==> src/rtl/sid_pkg.sv <==
// Shared definitions for the SID register-write sequencer: bus widths,
// register offsets, command payload layout and FSM state encoding.
package sid_pkg;

  localparam int unsigned SID_ADDR_W = 5;
  localparam int unsigned SID_DATA_W = 8;
  localparam int unsigned SID_DLY_W  = 16;
  localparam int unsigned SID_CMD_W  = SID_ADDR_W + SID_DATA_W + SID_DLY_W;

  // Voice register offsets
  localparam logic [SID_ADDR_W-1:0] SID_REG_CTRL = 5'h04;
  localparam logic [SID_ADDR_W-1:0] SID_REG_AD   = 5'h05;
  localparam logic [SID_ADDR_W-1:0] SID_REG_SR   = 5'h06;

  // One queued register write plus the post-write delay in clkEn ticks
  typedef struct packed {
    logic [SID_ADDR_W-1:0] addr;
    logic [SID_DATA_W-1:0] data;
    logic [SID_DLY_W-1:0]  delay;
  } sid_cmd_t;

  typedef enum logic [1:0] {
    ST_IDLE  = 2'd0,
    ST_WRITE = 2'd1,
    ST_WAIT  = 2'd2
  } sid_wr_state_e;

endpackage

==> src/rtl/sid_cmd_fifo.sv <==
// Synchronous command FIFO with flush and occupancy output.
// Ports:
//   clk, rst      - clock, synchronous active-high reset
//   flush         - empty the FIFO; overrides push and pop this cycle
//   push, wdata   - write request and payload (ignored when full)
//   pop           - read request (ignored when empty)
//   rdata         - head entry (valid while not empty)
//   level         - current occupancy
//   full, empty   - occupancy flags
module sid_cmd_fifo
  import sid_pkg::*;
#(
  parameter int unsigned DEPTH = 16,
  parameter int unsigned LVL_W = 5
) (
  input  logic             clk,
  input  logic             rst,
  input  logic             flush,
  input  logic             push,
  input  sid_cmd_t         wdata,
  input  logic             pop,
  output sid_cmd_t         rdata,
  output logic [LVL_W-1:0] level,
  output logic             full,
  output logic             empty
);

  localparam int unsigned PTR_W = (DEPTH > 1) ? $clog2(DEPTH) : 1;

  sid_cmd_t         mem [DEPTH];
  logic [PTR_W-1:0] wr_ptr;
  logic [PTR_W-1:0] rd_ptr;
  logic             push_ok;
  logic             pop_ok;

  assign full    = (level == LVL_W'(DEPTH));
  assign empty   = (level == '0);
  // Fullness is judged on the registered level, so a same-cycle pop never makes room
  assign push_ok = push && !full && !flush;
  assign pop_ok  = pop && !empty && !flush;
  assign rdata   = mem[rd_ptr];

  // Storage array, no reset needed
  always_ff @(posedge clk) begin
    if (push_ok) mem[wr_ptr] <= wdata;
  end

  // Pointers wrap naturally at DEPTH (power of two)
  always_ff @(posedge clk) begin
    if (rst || flush) begin
      wr_ptr <= '0;
      rd_ptr <= '0;
      level  <= '0;
    end else begin
      if (push_ok) wr_ptr <= wr_ptr + PTR_W'(1);
      if (pop_ok)  rd_ptr <= rd_ptr + PTR_W'(1);
      case ({push_ok, pop_ok})
        2'b10:   level <= level + LVL_W'(1);
        2'b01:   level <= level - LVL_W'(1);
        default: level <= level;
      endcase
    end
  end

endmodule

==> src/rtl/sid_wr_seq.sv <==
// SID register-write sequencer: queues host commands and replays them on the
// voice register bus, spacing writes by a per-command delay in clkEn ticks.
// Ports:
//   clk, rst                 - clock, synchronous active-high reset
//   clkEn                    - 1 MHz delay time-base strobe
//   iCmdValid/oCmdReady      - host command handshake
//   iCmdAddr/Data/Delay      - command payload
//   iFlush                   - drop queued commands and abort a pending delay
//   oWE/oAddr/oData          - registered register-bus write
//   oLevel                   - FIFO occupancy
//   oIdle                    - FSM idle and FIFO empty
module sid_wr_seq
  import sid_pkg::*;
#(
  parameter int unsigned DEPTH = 16,
  parameter int unsigned LVL_W = 5
) (
  input  logic                  clk,
  input  logic                  rst,
  input  logic                  clkEn,
  input  logic                  iCmdValid,
  output logic                  oCmdReady,
  input  logic [SID_ADDR_W-1:0] iCmdAddr,
  input  logic [SID_DATA_W-1:0] iCmdData,
  input  logic [SID_DLY_W-1:0]  iCmdDelay,
  input  logic                  iFlush,
  output logic                  oWE,
  output logic [SID_ADDR_W-1:0] oAddr,
  output logic [SID_DATA_W-1:0] oData,
  output logic [LVL_W-1:0]      oLevel,
  output logic                  oIdle
);

  sid_wr_state_e         state;
  sid_wr_state_e         state_nxt;
  logic [SID_DLY_W-1:0]  dly;
  logic [SID_DLY_W-1:0]  dly_nxt;
  logic                  we_nxt;
  logic [SID_ADDR_W-1:0] addr_nxt;
  logic [SID_DATA_W-1:0] data_nxt;
  logic                  pop;
  logic                  push;
  logic                  full;
  logic                  empty;
  sid_cmd_t              wcmd;
  sid_cmd_t              head;

  assign oCmdReady = !full && !iFlush;
  assign push      = iCmdValid && oCmdReady;
  assign wcmd      = '{addr: iCmdAddr, data: iCmdData, delay: iCmdDelay};
  assign oIdle     = (state == ST_IDLE) && empty;

  sid_cmd_fifo #(
    .DEPTH (DEPTH),
    .LVL_W (LVL_W)
  ) u_fifo (
    .clk   (clk),
    .rst   (rst),
    .flush (iFlush),
    .push  (push),
    .wdata (wcmd),
    .pop   (pop),
    .rdata (head),
    .level (oLevel),
    .full  (full),
    .empty (empty)
  );

  // State, delay counter and registered bus outputs
  always_ff @(posedge clk) begin
    if (rst) begin
      state <= ST_IDLE;
      dly   <= '0;
      oWE   <= 1'b0;
      oAddr <= '0;
      oData <= '0;
    end else begin
      state <= state_nxt;
      dly   <= dly_nxt;
      oWE   <= we_nxt;
      oAddr <= addr_nxt;
      oData <= data_nxt;
    end
  end

  // Next-state: oWE is raised on entry to WRITE so it is high for the whole WRITE cycle
  always_comb begin
    state_nxt = state;
    dly_nxt   = dly;
    we_nxt    = 1'b0;
    addr_nxt  = oAddr;
    data_nxt  = oData;
    pop       = 1'b0;
    case (state)
      ST_IDLE: begin
        if (!empty && !iFlush) begin
          pop       = 1'b1;
          dly_nxt   = head.delay;
          addr_nxt  = head.addr;
          data_nxt  = head.data;
          we_nxt    = 1'b1;
          state_nxt = ST_WRITE;
        end
      end
      ST_WRITE: begin
        // clkEn seen here is deliberately not counted
        if (iFlush || (dly == '0)) begin
          dly_nxt   = '0;
          state_nxt = ST_IDLE;
        end else begin
          state_nxt = ST_WAIT;
        end
      end
      ST_WAIT: begin
        if (iFlush) begin
          dly_nxt   = '0;
          state_nxt = ST_IDLE;
        end else if (clkEn) begin
          dly_nxt = dly - SID_DLY_W'(1);
          if (dly == SID_DLY_W'(1)) state_nxt = ST_IDLE;
        end
      end
      default: begin
        dly_nxt   = '0;
        state_nxt = ST_IDLE;
      end
    endcase
  end

endmodule

==> config.mk <==
export PLATFORM = sky130hd
export DESIGN_NAME = sid_wr_seq
export DESIGN_NICKNAME = d
export VERILOG_FILES = /design/src/rtl/sid_pkg.sv /design/src/rtl/sid_cmd_fifo.sv /design/src/rtl/sid_wr_seq.sv
export SDC_FILE = /design/constraint.sdc
export NUM_CORES = 1
export LEC_CHECK = 0
export BUFFER_PORTS_ARGS = -buffer_cell sky130_fd_sc_hd__buf_2
export CAP_MARGIN = 5
export CORE_MARGIN = 5
export CORE_UTILIZATION = 51
export DETAILED_ROUTE_END_ITERATION = 16
export GPL_TIMING_DRIVEN = 0
export PLACE_DENSITY = 0.78
export SYNTH_ARGS = -nofsm -noshare
export SYNTH_HDL_FRONTEND = slang
export SYNTH_SLANG_ARGS = --single-unit
==> constraint.sdc <==
create_clock -name clk -period 10.8 [get_ports clk]
set_clock_uncertainty 0.15 [all_clocks]
set_input_delay 1.08 -clock clk [delete_from_list [all_inputs] [get_ports clk]]
set_output_delay 1.08 -clock clk [all_outputs]
set_load 0.01 [all_outputs]
Word level (Yosys, flattened, before mapping):

Memory sizes are Yosys's and may differ from the RTL's. A register that Yosys moved wholly into a read port is not among the register bits.
Cells that the tools add are included.
W data, S select, Z words.

* $add $sub $neg: 5
* equal/unequal tests: 10
* mux-type cells: 18
* reduce and logical (&&, ||, !) cells: 20

Operators by type and width (number)
* $mux W16: 4
* $pmux W16 S3: 1
* $eq A16 B1 Y1 const B: 1
* $logic_not A16 Y1: 1
* $sub A16 B1 Y16 const B: 1
* $mux W2: 5
* $pmux W5 S2: 1
* $add A4 B1 Y4 const B: 2
* $logic_and A1 B1 Y1: 8
* $mux W4: 2
* $ne A3 B3 Y1 const B: 2
* $pmux W2 S3: 1
* $reduce_and A3 Y1: 2
* $add A5 B1 Y5 const B: 1
* $eq A5 B5 Y1 const B: 1
* $logic_not A5 Y1: 1
* $sub A5 B1 Y5 const B: 1
* $eq A2 B1 Y1 const B: 2
* $eq A2 B2 Y1 const B: 2
* $mux W1: 4
* $logic_not A1 Y1: 3
* $logic_not A2 Y1: 1
* $logic_or A1 B1 Y1: 2
* $ne A2 B1 Y1 const B: 1
* 3 further kinds: 3

* register bits: 45
* memory bits (writable): 464
* bits of input ports: 34
* output and inout port bits: 21
* logic and storage cells: 62
* memories: 1

Memories
* u_fifo.mem: depth 16, bits a word 29, rd ports 1, clocked after memory_dff 1, wr ports 1, RTL line sid_cmd_fifo.sv:30 `sid_cmd_t mem [DEPTH];`

Depth between registers and ports, before layout:

* depth in word-level cells: 9
* depth in mapped cells: 16
* depth with buffers taken out: 13

Modules after synthesis:

From an unflattened synthesis, not the netlist that was laid out.

* cells, all modules: 986
* area total of the unflattened synthesis: 20199.4 µm²

By module, submodules not included
* sid_cmd_fifo: times used 1, cells each 773, area each 18440.2 µm², sequential area each 14273.7 µm²
* sid_wr_seq: times used 1, cells each 213, area each 1759.2 µm², sequential area each 640.6 µm²

Worst setup path after synthesis:

OpenSTA, ideal clock, no wires.

* path type: input-to-reg
* start: input iFlush
* end: memory u_fifo.mem[3][0] (netlist name), enable pin
* setup time: 0.451 ns
* arrival: 4.111 ns
* required time: 10.199 ns
* slack: 6.087 ns
* stages: 6
* path buffers: 2
* cell sequence: clkbuf_1 > a21oi_1 > and2_1 > clkbuf_1 > nand2_1 > nor3_1

* word-level cells in the longest chain between the ends: 7

Ends and longest elaborated chain
* start, declared: RTL line sid_wr_seq.sv:26 `input logic iFlush,`
* $logic_not A1 Y1: RTL line sid_wr_seq.sv:48 `assign oCmdReady = !full && !iFlush;`
* $logic_and A1 B1 Y1: RTL line sid_wr_seq.sv:48
* named net oCmdReady: RTL line sid_wr_seq.sv:22 `output logic oCmdReady,`
* $logic_and A1 B1 Y1: RTL line sid_wr_seq.sv:49 `assign push = iCmdValid && oCmdReady;`
* $logic_and A1 B1 Y1 (2 in series): RTL line sid_cmd_fifo.sv:39 `assign push_ok = push && !full && !flush;`
* $mux W1: RTL line sid_cmd_fifo.sv:45 `if (push_ok) mem[wr_ptr] <= wdata;`
* $mux W1 (not written as such): RTL line sid_cmd_fifo.sv:45
* end, declared: RTL line sid_cmd_fifo.sv:30

The timed path passes the listed nets, and every way through them passes these cells.

Worst setup path after layout:

* start: input iFlush
* end: register u_fifo.level[4]

* word-level cells in the longest chain between the ends: 8
* elaborated cells on any way between the ends: 15
* classes of those cells: eq/ne (2); mux (3); reduce/logical (10)

Ends and longest elaborated chain
* $logic_not A1 Y1 *: RTL line sid_cmd_fifo.sv:40, sid_wr_seq.sv:96
* $logic_and A1 B1 Y1: RTL line sid_wr_seq.sv:96 `if (!empty && !iFlush) begin`
* $mux W1: RTL line sid_wr_seq.sv:96
* $mux W1
* $logic_and A1 B1 Y1: RTL line sid_cmd_fifo.sv:40 `assign pop_ok = pop && !empty && !flush;`
* $logic_and A1 B1 Y1 *: RTL line sid_cmd_fifo.sv:40
* named net u_fifo.pop_ok: RTL line sid_cmd_fifo.sv:34 `logic pop_ok;`
* $eq A2 B1 Y1 / $eq A2 B2 Y1 (equally long branches): RTL line sid_cmd_fifo.sv:57 `case ({push_ok, pop_ok})`
* $pmux W5 S2 / $reduce_bool A2 Y1 (equally long branches)
* end signal, assigned: RTL line sid_cmd_fifo.sv:58 `2'b10: level <= level + LVL_W'(1);`
* end signal, assigned: RTL line sid_cmd_fifo.sv:59 `2'b01: level <= level - LVL_W'(1);`
* end signal, assigned: RTL line sid_cmd_fifo.sv:60 `default: level <= level;`
* end, declared: RTL line sid_cmd_fifo.sv:23 `output logic [LVL_W-1:0] level,`

The timed path passes the listed nets; every way through them passes the cells marked *.
A chain may end at the register's enable or synchronous reset.

==> impl_metrics.yaml <==
global_route:
  globalRouteOverflowTotal: 0
  grt_pass1_vias: 11190
  grt_max_degree: 22
  antenna_found_initial: 2
  grt_usage_pct: 22.42
  grt_pass1_wl_um: 72850
sta:
  rsz0062_at_grt: "false"
  worst_hold_slack_ns: 0.3065
  setup_ws_ns: 7.082
  min_period_ns: 3.718
  maxSlewViolCount: 0
  setup_violations: 0
  tns_ns: 0
  max_freq_mhz: 268.9
  hold_viol_final: 0
  worstMarginPinSlew_ns: 1.361
  period_share_pct: 34.43
  relSlewSlack_pct: 8.571
synth:
  synth_compound_area_share_pct: 4.005
  ys_ff_latch: 513
  synthesis.nets: 1115
  postSynthAreaPerCell_um2: 18.80
  ys_top_cells_by_area: "edfxtp_1 69%, mux4_2 11%, dfxtp_1 4.9%, mux2i_1 3.8%, a22oi_1 1.1%"
  synth_adder_area_share_pct: 0.5588
  yosysTopAreaCell: "edfxtp_1"
  synth_warnings: 0
  ys_seq_area_share_pct: 74.01
  ys_types: 58
  synthMuxAreaShare_pct: 14.78
  synth-simple-area-share_pct: 4.129
  synth_edf_count: 464
  synth_ff_type: "edfxtp_1"
  netlist_instances: 1072
  synth_top_family_by_area: "multiplexers"
  ys_async_sr_fraction_pct: 0
  synth_top_area_share_pct: 69.14
  syn-cell-area_um2: 20150
  synth-xor-area-share_pct: 0.6519
power_and_ir_drop:
  ir_worst_vdd_mv: 0.1281
  combinationalPowerShare_pct: 4.2
  switching_share_pct: 20.28
  power_density_nw_per_um2: 175.9
  power.total_w: 0.004082
  p_leak_nw: 7.249
  clkPwrFrac_pct: 42.3
  pwr-share-seq_pct: 53.5
  internal-power_w: 0.003254
  p_switching_w: 0.0008277
drt:
  wl_met3_um: 4987
  dr_total_vias: 11040
  drtIter0Drc: 1402
  m1WireLength_um: 18600
  routedWlPerCell_um: 28.09
  drc: 0
  routed.top_layer: "met5"
  final_antenna_net_count: 0
  vias_per_cell: 6.286
  met2_length_um: 24190
  wl_um: 49350
  first_pass_iters: 6
floorplan:
  die_x_um: 208.8
  dieHeight_um: 208.8
  core_area_um2: 38920
  rows: 72
  fp.dieArea_um2: 43590
  start_util_pct: 51.78
  ioPinCount: 55
critical_path:
  critPathMaxFanout: 10
  cp_slowest_cell: "buf_2"
  critical_path_arrival_ns: 4.00
  crit_chain: "buf_2 -> nor3_4 -> a21bo_1 -> buf_6 -> inv_2 -> buf_2 -> ha_1 -> clkbuf_1 -> xor2_1 -> ha_1 -> inv_1 -> o21ai_0 -> a32oi_1 -> o21ai_2 -> xnor2_1 -> nor2_1"
  slowest_delay_ns: 0.41
  critPathCaptureType: "flip-flop"
  crit_type: "in -> reg"
  worst_setup_path_start_kind: "input port"
  crit_required_ns: 11.08
clock_tree:
  cts_buffer_depth: 3
  clockRootBuffer: "clkbuf_16"
  clock_latency_ns: 0.57
  cts_sinks: 513
  clkTransAtPathRegs_ns: 0.06
  post_cts_buffers: 0
  cts_buffers: 48
  cts_resized: 0
  hold_buffers: 0
  htreeDepth: 2
  cts_tree: "yes"
min_path:
  hp-class: "reg -> reg"
layout:
  final_layout_size_suffix_gt1_share_pct: 24.66
  synthToLayoutAreaGrowth_pct: 15.14
  final_cell_mix: "464 x edfxtp_1, 97 x mux4_2, 76 x mux2i_1"
  fillers: 2716
  final_nets: 1244
  final_common_cell: "edfxtp_1"
place:
  gp_routability_congestion: 0.9447
  hpwl_um: 30190
  io_buffers: 54
  pre_cts_slack_ns: 6.593
run_status:
  status: "finished clean"
job:
  maxCapViolations: 0
==> state kept, by name, summed over array words and instances (netlist names), named ones only <==
name	flops
oAddr	5
u_fifo.level	5
oData	8
oWE	1
dly	16
state	2
u_fifo.rd_ptr	4
u_fifo.mem	464
u_fifo.wr_ptr	4
==> cell type report <==
class	instances	area [µm²]	area share (%)
antenna	2	5.005	0.02157
buffer	59	337.8	1.456
clock buffer	63	1299	5.598
clock inverter	23	305.3	1.316
inverter	10	37.54	0.1618
multi-input combinational	490	4972	21.43
sequential	513	14910	64.28
tap	518	648.1	2.793
timing repair buffer	79	683.2	2.944
==> cells in the mapped netlist, types with 7 or more instances <==
cell / n
a22oi_1: 29
a21oi_1: 28
buf_1: 8
xor2_1: 7
nand3_1: 18
nor3_1: 12
nand2b_1: 9
mux4_2: 97
edfxtp_1: 464
buf_2: 15
mux2i_1: 76
xnor2_1: 8
a22o_1: 7
inv_1: 9
o21ai_1: 14
clkbuf_1: 21
o21ai_0: 10
ha_1: 9
dfxtp_1: 49
buf_6: 11
nor2_1: 49
nand2_1: 51
==> kinds of logic after synthesis <==
family / Yosys count
multiplexers: 176
AND/OR/NAND/NOR: 171
XOR/XNOR: 15
AO/OA/AOI/OAI: 119
flip-flops: 513
buffers and inverters: 69
adder cells (fa/ha/maj): 9
==> routing by layer <==
metal / up-vias / track usage (%)
met5: - / 0
met4: 2 / 7.831
met3: 114 / 4.454
met2: 729 / 36.03
met1: 5627 / 31.12
li1: 4572 / -
==> worst max-delay path: cells and delay by family <==
family	cells	cell delay, ns
buf+inv	6	1.30
compound gates	4	0.66
fa+ha+maj	2	0.44
xor+xnor	2	0.31
simple gates	2	0.21
==> path summary, 6_finish.rpt <==
| check | from | endpoint | slack (ns) | depth (start not counted) |
|---|---|---|---|---|
| worst min-delay path | oData[4]$_SDFFE_PP0N_ | oData[4]$_SDFFE_PP0N_ | 0.31 | 2 |
| worst max-delay path | iFlush | u_fifo.level[4]$_SDFFE_PP0P_ | 7.08 | 16 |
| worst max register to register | state[0]$_SDFFE_PP0P_ | u_fifo.level[4]$_SDFFE_PP0P_ | 7.15 | 16 |
| worst min register to register | oData[4]$_SDFFE_PP0N_ | oData[4]$_SDFFE_PP0N_ | 0.31 | 2 |
==> power by group through the flow <==
stage	Clock, W	Combinational [W]	Sequential, W
2_1_floorplan	0	0.0000995	0.00223
3_3_place_gp	0	0.000157	0.00223
3_5_place_dp	0	0.000166	0.00223
4_1_cts	0.00174	0.000168	0.00218
5_1_grt	0.00182	0.000183	0.00218
6_report	0.00173	0.000170	0.00218
==> per-stage QoR <==
stage / area, µm² / instances / util, %
after global routing: 23200 / 1756 / 59.61
after floorplan: 20150 / 1072 / -
after global placement: 21070 / 1644 / 54.14
after detailed placement: 21590 / 1669 / 55.48
final: 23200 / 1757 / 59.62
after CTS: 23200 / 1755 / 59.61
Note: power is estimated with default switching activity, not from simulation.
